==> src/rtl/mux_nxmx1_arb.sv <==
// mux_nxmx1_arb: N-channel arbitrated multiplexer with a one-entry registered
// output buffer and valid/ready handshakes on every channel and on the output.
//
// Optional feature macro: MUX_ARB_HOLD_EN
//   When defined, adds lasts_i and an IDLE/LOCKED burst-lock FSM that keeps the
//   grant on one channel until that channel's last beat transfers.
//
// Parameters:
//   INPUT_LENGTH  data bits per channel
//   INPUT_WIDTH   number of channels (>= 2)
//   SELECT_WIDTH  grant index width
//
// Ports:
//   clk_i      rising-edge clock
//   reset_ni   asynchronous active-low reset
//   inputs_i   per-channel data
//   valids_i   per-channel valid
//   readys_o   per-channel ready (one-hot or zero, combinational)
//   mode_i     0 = fixed priority (lowest index), 1 = round-robin
//   lasts_i    per-channel end-of-burst marker (MUX_ARB_HOLD_EN only)
//   outputs_o  registered selected data
//   valid_o    output buffer full
//   ready_i    consumer accepts outputs_o
//   grant_o    index of the channel held in the output buffer
module mux_nxmx1_arb #(
    parameter int unsigned INPUT_LENGTH = 64,
    parameter int unsigned INPUT_WIDTH  = 4,
    parameter int unsigned SELECT_WIDTH = $clog2(INPUT_WIDTH)
) (
    input  logic                                     clk_i,
    input  logic                                     reset_ni,
    input  logic [INPUT_WIDTH-1:0][INPUT_LENGTH-1:0] inputs_i,
    input  logic [INPUT_WIDTH-1:0]                   valids_i,
    output logic [INPUT_WIDTH-1:0]                   readys_o,
    input  logic                                     mode_i,
`ifdef MUX_ARB_HOLD_EN
    input  logic [INPUT_WIDTH-1:0]                   lasts_i,
`endif
    output logic [INPUT_LENGTH-1:0]                  outputs_o,
    output logic                                     valid_o,
    input  logic                                     ready_i,
    output logic [SELECT_WIDTH-1:0]                  grant_o
);

    localparam logic [SELECT_WIDTH-1:0] LAST_IDX = SELECT_WIDTH'(INPUT_WIDTH - 1);

    logic [INPUT_LENGTH-1:0] data_q;
    logic                    valid_q;
    logic [SELECT_WIDTH-1:0] grant_q;
    logic [SELECT_WIDTH-1:0] rr_q;

    logic [INPUT_WIDTH-1:0]  req_c;
    logic [INPUT_WIDTH-1:0]  readys_c;
    logic [SELECT_WIDTH-1:0] win_c;
    logic [SELECT_WIDTH-1:0] rr_next_c;
    logic                    any_c;
    logic                    can_load_c;
    logic                    xfer_c;
    int unsigned             idx;

`ifdef MUX_ARB_HOLD_EN
    typedef enum logic {
        IDLE   = 1'b0,
        LOCKED = 1'b1
    } hold_state_e;

    hold_state_e             state_q;
    logic [SELECT_WIDTH-1:0] lock_q;

    // While locked, only the owning channel may compete.
    always_comb begin
        req_c = valids_i;
        if (state_q == LOCKED) begin
            req_c         = '0;
            req_c[lock_q] = valids_i[lock_q];
        end
    end
`else
    assign req_c = valids_i;
`endif

    // Winner selection: lowest set index, or first set index at/after rr_q.
    always_comb begin
        win_c = '0;
        any_c = 1'b0;
        idx   = 0;
        if (!mode_i) begin
            for (int unsigned i = 0; i < INPUT_WIDTH; i++) begin
                if (!any_c && req_c[SELECT_WIDTH'(i)]) begin
                    any_c = 1'b1;
                    win_c = SELECT_WIDTH'(i);
                end
            end
        end else begin
            for (int unsigned i = 0; i < INPUT_WIDTH; i++) begin
                idx = 32'(rr_q) + i;
                if (idx >= INPUT_WIDTH) begin
                    idx = idx - INPUT_WIDTH;
                end
                if (!any_c && req_c[SELECT_WIDTH'(idx)]) begin
                    any_c = 1'b1;
                    win_c = SELECT_WIDTH'(idx);
                end
            end
        end
    end

    assign can_load_c = !valid_q || ready_i;
    assign xfer_c     = can_load_c && any_c;
    assign rr_next_c  = (win_c == LAST_IDX) ? '0 : win_c + SELECT_WIDTH'(1);

    // One-hot ready toward the winning channel; forced low during reset.
    always_comb begin
        readys_c = '0;
        if (xfer_c) begin
            readys_c[win_c] = 1'b1;
        end
    end

    assign readys_o = reset_ni ? readys_c : '0;

    // Output buffer, round-robin pointer and burst-lock state.
    always_ff @(posedge clk_i or negedge reset_ni) begin
        if (!reset_ni) begin
            data_q  <= '0;
            valid_q <= 1'b0;
            grant_q <= '0;
            rr_q    <= '0;
`ifdef MUX_ARB_HOLD_EN
            state_q <= IDLE;
            lock_q  <= '0;
`endif
        end else begin
            if (xfer_c) begin
                data_q  <= inputs_i[win_c];
                grant_q <= win_c;
                valid_q <= 1'b1;
`ifdef MUX_ARB_HOLD_EN
                if (lasts_i[win_c]) begin
                    state_q <= IDLE;
                    rr_q    <= rr_next_c;
                end else begin
                    state_q <= LOCKED;
                    lock_q  <= win_c;
                end
`else
                rr_q    <= rr_next_c;
`endif
            end else if (ready_i) begin
                valid_q <= 1'b0;
            end
        end
    end

    assign outputs_o = data_q;
    assign valid_o   = valid_q;
    assign grant_o   = grant_q;

endmodule

==> config.mk <==
export PLATFORM = sky130hd
export DESIGN_NAME = mux_nxmx1_arb
export DESIGN_NICKNAME = d
export VERILOG_FILES = /design/src/rtl/mux_nxmx1_arb.sv
export SDC_FILE = /design/constraint.sdc
export NUM_CORES = 1
export LEC_CHECK = 0
export ABC_AREA = 1
export CAP_MARGIN = 10
export CORE_AREA = 5 5 126 128
export DETAILED_ROUTE_END_ITERATION = 8
export DIE_AREA = 0 0 131 133
export PLACE_DENSITY = 0.89
export SYNTH_ARGS = -nofsm -noshare
export SYNTH_HDL_FRONTEND = slang
export SYNTH_SLANG_ARGS = --single-unit
export TNS_END_PERCENT = 30
==> constraint.sdc <==
create_clock -name clk_i -period 5 [get_ports clk_i]
set_input_delay 1 -clock clk_i [delete_from_list [all_inputs] [get_ports clk_i]]
set_output_delay 1 -clock clk_i [all_outputs]
set_load 0.01 [all_outputs]
# --- Word level (Yosys, flattened, before mapping) ---
# Index checks and enable logic that the tools add are counted.
totals:
  in_bits: 264
  out_inout_bits: 71
  regBits: 69
op_classes:
  n_addsub: 8
  n_eq_ne: 1
  order_cmp: 10
  reduce_logical: 17
  n_mux: 48
ops:
  columns: ["cell", "n"]
  rows:
  - ["binary-select mux 64 bit (select 2 bit)", 1]
  - ["two-way mux 64 bit", 1]
  - ["two-way mux 2 bit", 16]
  - ["two-way mux 1 bit", 23]
  - ["less-than comparator 2 x 3 -> 1 bit, second input constant", 5]
  - [">= comparator 3 bit, second input constant", 3]
  - ["binary-select mux 1 bit (select 2 bit)", 4]
  - ["logical AND 1 bit", 8]
  - ["two-way mux 4 bit", 2]
  - ["subtractor 2 x 1 -> 2 bit, second input constant", 4]
  - ["logical NOT 1 bit", 7]
  - ["adder 2 x 2 -> 3 bit, second input constant", 2]
  - ["adder 2 x 1 -> 3 bit, second input constant", 1]
  - [">= comparator 2 x 3 -> 1 bit, second input constant", 1]
  - ["adder 2 x 1 -> 2 bit, second input constant", 1]
  - ["demux 1 bit (select 2 bit)", 1]
  - ["equality test 2 bit, second input constant", 1]
  - [">= comparator 2 x 1 -> 1 bit, second input constant", 1]
  - ["nonzero test 2 bit", 1]
  - ["logical OR 1 bit", 1]

# --- Longest topological paths before layout ---
# Gate-level depths: netlist (run 1).
logic_depth:
  ltp_word: 25
  ltp_mapped: 18

# --- Worst setup path before layout (run 1) ---
# No wires, ideal clock.
synth_path:
  path_kind: "input port to output port"
  startpoint: "in valids_i[3]"
  endpoint: "out readys_o[3]"
  arrival_time_ns: 2.451
  path_stages: 14
  path_slack_ns: 1.549
  n_path_buf: 2
  path_cell_list: "inv_1 > nand2_1 > nand3_1 > nand2_1 > nor2_2 > nand4_1 > nand2_1 > inv_1 > nand2_2 > buf_6 > buf_2 > ha_1 > nand2_1 > nor2_1"
synth_between:
  elab_chain_len: 22
  elab_cells_between_ends: 38
  classes_between: "order compare: 2; mux: 27; reduce/logical: 9"
synth_rtl:
  columns: ["item", "line", "source"]
  rows:
  - ["from (decl)", "33", "input logic [INPUT_WIDTH-1:0] valids_i,"]
  - ["binary-select mux 1 bit (select 2 bit)", "100", "if (!any_c && req_c[SELECT_WIDTH'(idx)]) begin"]
  - ["two-way mux 1 bit (implied by the code)", "100", null]
  - ["two-way mux 1 bit", "100", null]
  - ["two-way mux 1 bit", "87", "if (!mode_i) begin"]
  - ["logical NOT 1 bit", "100", null]
  - ["logical AND 1 bit", "100", null]
  - ["two-way mux 1 bit", "100", null]
  - ["two-way mux 1 bit", "87", null]
  - ["(+6 left out)", null, null]
  - ["two-way mux 2 bit", "100", null]
  - ["two-way mux 2 bit", "87", null]
  - ["less-than comparator 2 x 3 -> 1 bit (implied by the code) or >= comparator 2 x 1 -> 1 bit (tied branches)", "116", "readys_c[win_c] = 1'b1;"]
  - ["logical AND 1 bit (implied by the code)", "116", null]
  - ["two-way mux 1 bit (implied by the code)", "116", null]
  - ["demux 1 bit (select 2 bit)", "116", null]
  - ["two-way mux 4 bit (*)", "115", "if (xfer_c) begin"]
  - ["two-way mux 4 bit (*)", "120", "assign readys_o = reset_ni ? readys_c : '0;"]
  - ["to (decl)", "34", "output logic [INPUT_WIDTH-1:0] readys_o,"]
# Every way passes the cells marked *; elsewhere a longest branch is shown, timed or not. The select of a mux whose other input is x is not followed.

# --- Worst setup path in the final report (run 1) ---
layout_path:
  startpoint: "in valids_i[1]"
  endpoint: "out readys_o[3]"
# Same word-level chain as after synthesis.

==> results_dict.tcl, run 1 <==
set metrics [dict create \
    worst_pin_slew_ns 1.17 \
    slew_headroom_pct 22.1 \
    placement.cell_area_sq_um 8980 \
    skew_ns 0.00569 \
    yosysWarningCount 0 \
    grt_max_degree 118 \
    cpMostUsedCell "nand2_1" \
    status "finished, final reports clean" \
    grt-ovfl-total 0 \
    ys_ff_latch 69 \
    avgSynthCellArea_sq_um 5.83 \
    postCtsSetupBuffers 0 \
    synth_top_family_by_area "simple AND/OR/NAND/NOR gates" \
    yosysSeqAreaShare_pct 30.5 \
    layout.cells.non_filler 1453 \
    finalSetupViolations 0 \
    crit_buf_inv 5 \
    wl_per_cell_um 15.5 \
    synthesis.instances 972 \
    drc 0 \
    cp.depth 15 \
    synth_area_sq_um 5670 \
    grt_pass1_wl_mm 34.4 \
    p_total_mw 4.61 \
    cts_max_path_buffers 2 \
    startpoint "valids_i[1]" \
    fin_crit_ns 4.33 \
    viasPerCell 4.97 \
    register_area_sq_um 1730 \
    initial_core_util_pct 38.4 \
    die_y_um 133 \
    regToRegStartpoint "rr_q[0]" \
    tritoncts "done" \
    dp_hpwl_mm 16.8 \
    grt_antenna_before_repair 2 \
    cts_buffers 9 \
    syn_nets 1237 \
    htreeDepth 3 \
    final_common_cell "nand2_1" \
    fin_crit_sh_pct 86.5 \
    ir_drop_mv 0.278 \
    synth_xor_area_share_pct 0 \
    ios 335 \
    worstPathMaxFanout 13 \
    cts_hold_buf 0 \
    synth_top_area_share_pct 30.5 \
    ant_nets 0 \
    die_w_um 131 \
    hold_violations 0 \
    slew_violations 0 \
    dp_cells 1435 \
    fmax_ghz 0.231 \
    synth-compound-area-share_pct 0.596 \
    synth.distinct_cells 24 \
    synth_simple_gate_area_share_pct 53.3 \
    dieArea_sq_um 17400 \
    cp_data_arrival_time_ns 3.33 \
    r2r_slack_ns 1.83 \
    worstSkewPairLatency_ns 0.33 \
    ys_top_cells_by_area "dfrtp_1, nand3_1, nand2_1, inv_1, buf_2" \
    setup_tns_ns 0 \
    drv_cap 0 \
    power.density_nw_per_um2 494 \
    cp_data_required_time_ns 4.00 \
    synthAdderAreaFrac_pct 0.221 \
    worstSetupPathType "input port to output port" \
    multi_input_area_sq_um 3080 \
    rsz0062_at_grt "no" \
    drive_gt1_share_pct 3.56 \
    grt_usage_pct 24.7 \
    crit_path_cell_trace "clkdlybuf4s50_1 > inv_1 > nand2_1 > nand3_1 > nand2_1 > inv_2 > nand2_1 > nand2_1 > nand3_4 > nand2_4 > inv_1 > ha_1 > nand2_1 > nor2_1 > clkdlybuf4s50_1" \
    grt_pass1_vias 6844 \
    port_buffers 334 \
    hold_slack_ns 0.464 \
    nFillCells 1343 \
    end_kind "output port" \
    synthMuxAreaShare_pct 0 \
    endpoint "readys_o[3]" \
    hold_path.class "input port to async pin" \
    routed-via-count 7221 \
    coreArea_sq_um 14800 \
    cp_slowest_stage_delay_ns 0.54 \
    drtIter0Drc 435 \
    nNetsFinal 1523 \
    cts-root-buf "clkbuf_16" \
    crit_family "buffers and inverters" \
    area_growth_pct 64.6 \
    final_cell_mix "nand2_1, clkdlybuf4s50_1, nand3_1" \
    clkSlewWorstSetupHoldPaths_ns 0.06 \
    clkSinkCount 69 \
    critPathLaunchType "input port" \
    gp_routability_congestion 0.883 \
    first_pass_iters 5 \
    totalWireLength_mm 22.6 \
    leakage_nw 4.75 \
    rr_endpoint "outputs_o[49]" \
    cp_slowest_cell "clkdlybuf4s50_1" \
    postCtsResizedCells 0 \
    r2r_cells 14 \
    row_count 45 \
    synth_top_cell_by_area "dfrtp_1" \
    final_area_sq_um 9330 \
]
==> Yosys cell counts (all sizes together) <==
master / n
a21boi: 1
a21oi: 1
buf: 58
clkbuf: 13
clkinv: 1
dfrtp: 69
ha: 1
inv: 131
nand2: 375
nand3: 305
nand4: 2
nor2: 10
nor3: 1
o21ai: 3
o22ai: 1
==> layout make-up <==
cell class                      count  share of cell area (%)
Clock inverter                      6                    1.18
Clock buffer                       10                    2.56
Tap cell                          188                    2.52
Antenna cell                        2                  0.0536
Sequential cell                    69                    18.5
Multi-Input combinational cell    700                    33.0
Inverter                          132                    5.36
Timing Repair Buffer              346                    36.8
==> flip-flops by register name (all words and copies together), names as in the netlist <==
| register | cells |
|---|---|
| rr_q | 2 |
| outputs_o | 64 |
| grant_o | 2 |
| valid_o | 1 |
==> how the worst min path moves through the flow <==
| stage | start | end | slack [ns] | cells past startpoint |
|---|---|---|---|---|
| after floorplan | outputs_o[0] | outputs_o[0] | 0.52 | 2 |
| after global placement | outputs_o[25] | outputs_o[25] | 0.46 | 2 |
| after detailed placement | outputs_o[19] | outputs_o[19] | 0.46 | 2 |
| after CTS | reset_ni | grant_o[0] | 0.45 | 1 |
| after global routing | reset_ni | grant_o[0] | 0.46 | 1 |
| final | reset_ni | grant_o[0] | 0.46 | 1 |
==> per-stage QoR <==
step,setup WS (ns),utilization [%]
2_1_floorplan,1.55,-
3_3_place_gp,0.691,60.8
3_5_place_dp,0.669,60.8
4_1_cts,0.659,63.2
5_1_grt,0.400,63.2
6_report,0.674,63.2
==> logic make-up (layout without fill, tap and decap cells) <==
kind of cell,after synthesis,in the layout
compound gates,6,6
fa+ha+maj,1,1
buf+inv,203,494
flops,69,69
other cells,0,2
simple gates,693,693
==> routing by layer <==
layer	routed length, um	GRT usage (%)
met2	10800	41.4
met5	0	0
met1	8320	27.9
met3	2510	7.83
met4	963	11.9
==> power breakdown <==
group | internal [mW] | leakage, nW | switching, mW | total (mW)
Combinational | 1.21 | 3.75 | 1.63 | 2.85
Clock | 0.500 | 0.165 | 0.245 | 0.745
Sequential | 0.834 | 0.831 | 0.185 | 1.02
Total | 2.55 | 4.75 | 2.06 | 4.61
No activity file was read; power rests on OpenSTA's default activity.
==> run 2, diff against run 1 <==
--- a/config.mk
+++ b/config.mk
@@ -11,6 +11,7 @@
 export DETAILED_ROUTE_END_ITERATION = 8
 export DIE_AREA = 0 0 131 133
 export PLACE_DENSITY = 0.89
+export RECOVER_POWER = 25
 export SYNTH_ARGS = -nofsm -noshare
 export SYNTH_HDL_FRONTEND = slang
 export SYNTH_SLANG_ARGS = --single-unit
==> run 2 against run 1 <==
Net effect: the flow now finishes with violations (max-capacitance violations, max-slew violations); register-to-register slack is essentially flat; clock skew is essentially flat; maximum frequency shrank 0.34%; sequential power is essentially flat; first-iteration DRC count is the same; sequential cell count is the same; power is essentially flat; core utilization is essentially flat; sequential share of layout area is essentially flat; worst setup slack lost 0.015 ns; hold slack gained 0.014 ns; critical path type unchanged; critical endpoint unchanged.
==> results_dict.tcl, run 2 (same netlist as run 1, synthesis figures left out) <==
set metrics [dict create \
    status "finished with violations" \
    violations "max-capacitance violations, max-slew violations" \
    ant_nets 0 \
    rsz0062_at_grt "no" \
    coreArea_sq_um 14800 \
    tritoncts "done" \
    crit_buf_inv 5 \
    final_common_cell "nand2_1" \
    cp_data_required_time_ns 4.00 \
    die_y_um 133 \
    totalWireLength_mm 22.6 \
    dp_cells 1435 \
    die_w_um 131 \
    gp_routability_congestion 0.883 \
    dieArea_sq_um 17400 \
    first_pass_iters 4 \
    area_growth_pct 64.5 \
    leakage_nw 4.74 \
    crit_path_cell_trace "clkdlybuf4s50_1 > inv_1 > nand2_1 > nand3_1 > nand2_1 > inv_2 > nand2_1 > nand2_1 > nand3_4 > nand2_4 > inv_1 > ha_1 > nand2_1 > nor2_1 > clkdlybuf4s50_1" \
    grt_pass1_vias 6844 \
    largest_reg_flops 64 \
    drv_cap 1 \
    row_count 45 \
    grt-ovfl-total 0 \
    cts_buffers 9 \
    fmax_ghz 0.230 \
    power.density_nw_per_um2 494 \
    regToRegStartpoint "rr_q[0]" \
    cts_hold_buf 0 \
    finalSetupViolations 0 \
    startpoint "valids_i[1]" \
    slew_headroom_pct -15.1 \
    end_kind "output port" \
    routed-via-count 7218 \
    port_buffers 334 \
    critPathLaunchType "input port" \
    cp_slowest_stage_delay_ns 0.54 \
    clkSlewWorstSetupHoldPaths_ns 0.06 \
    fin_crit_ns 4.34 \
    wl_per_cell_um 15.5 \
    drtIter0Drc 435 \
    hold_violations 0 \
    nFillCells 1345 \
    viasPerCell 4.97 \
    register_area_sq_um 1730 \
    cp_data_arrival_time_ns 3.34 \
    worst_pin_slew_ns 1.73 \
    slew_violations 68 \
    worstSkewPairLatency_ns 0.33 \
    dp_hpwl_mm 16.8 \
    clkSinkCount 69 \
    cts-root-buf "clkbuf_16" \
    worstSetupPathType "input port to output port" \
    cp_slowest_cell "clkdlybuf4s50_1" \
    setup_tns_ns 0 \
    drc 0 \
    ir_drop_mv 0.278 \
    crit_family "buffers and inverters" \
    grt_max_degree 118 \
    cts_max_path_buffers 2 \
    initial_core_util_pct 38.4 \
    multi_input_area_sq_um 3080 \
    hold_path.class "flop to flop" \
    grt_antenna_before_repair 2 \
    grt_pass1_wl_mm 34.4 \
    worstPathMaxFanout 13 \
    layout.cells.non_filler 1453 \
    htreeDepth 3 \
    final_cell_mix "nand2_1, clkdlybuf4s50_1, nand3_1" \
    postCtsSetupBuffers 0 \
    grt_usage_pct 24.7 \
    hp-start "outputs_o[45]" \
    fin_crit_sh_pct 86.8 \
    drive_gt1_share_pct 3.48 \
    cpMostUsedCell "nand2_1" \
    ios 335 \
    nNetsFinal 1523 \
    postCtsResizedCells 0 \
    skew_ns 0.00571 \
]
[run 2: cell type report]
type / count / share of cell area [%]
timing repair buffer: 346 / 36.7
multi-input combinational: 700 / 33.1
sequential: 69 / 18.5
inverter: 132 / 5.37
clock buffer: 10 / 2.56
tap: 188 / 2.52
clock inverter: 6 / 1.18
antenna: 2 / 0.0537
[run 2: worst paths after layout]
check	depth (start not counted)	to	slack, ns
max reg2reg	14	outputs_o[49]	1.83
min	2	outputs_o[45]	0.48
max in group asynchronous	2	outputs_o[34]	2.50
min reg2reg	2	outputs_o[45]	0.48
min in group asynchronous	1	grant_o[0]	0.53
max	15	readys_o[3]	0.66
[run 2: worst register-to-register path, delay by kind of cell (launching register included)]
kind / cells / cell delay (ns)
buffers and inverters: 4 / 1.37
and+or+nand+nor: 10 / 1.15
DFF: 1 / 0.60
[run 2: through the flow]
stage | area [sq um] | utilization, % | hold WS, ns | power (mW) | setup slack [ns]
floorplan | 5670 | - | 0.515 | 2.71 | 1.55
global placement | 8980 | 60.8 | 0.460 | 3.85 | 0.691
detailed placement | 8980 | 60.8 | 0.464 | 3.89 | 0.669
CTS | 9330 | 63.2 | 0.454 | 4.65 | 0.659
global route | 9320 | 63.2 | 0.500 | 4.99 | 0.400
finish | 9320 | 63.2 | 0.478 | 4.61 | 0.660
[run 2: layer usage]
layer	vias to the layer above	track usage (%)	wire (um)
met5	-	0	0
li1	3619	-	-
met1	3214	27.9	8300
met2	325	41.4	10800
met3	60	7.83	2530
met4	0	11.9	963
[run 2: power breakdown]
group | internal [mW] | total, mW | switching (mW)
registers | 0.834 | 1.02 | 0.185
logic | 1.21 | 2.84 | 1.63
clock network | 0.500 | 0.745 | 0.245
total | 2.55 | 4.61 | 2.06
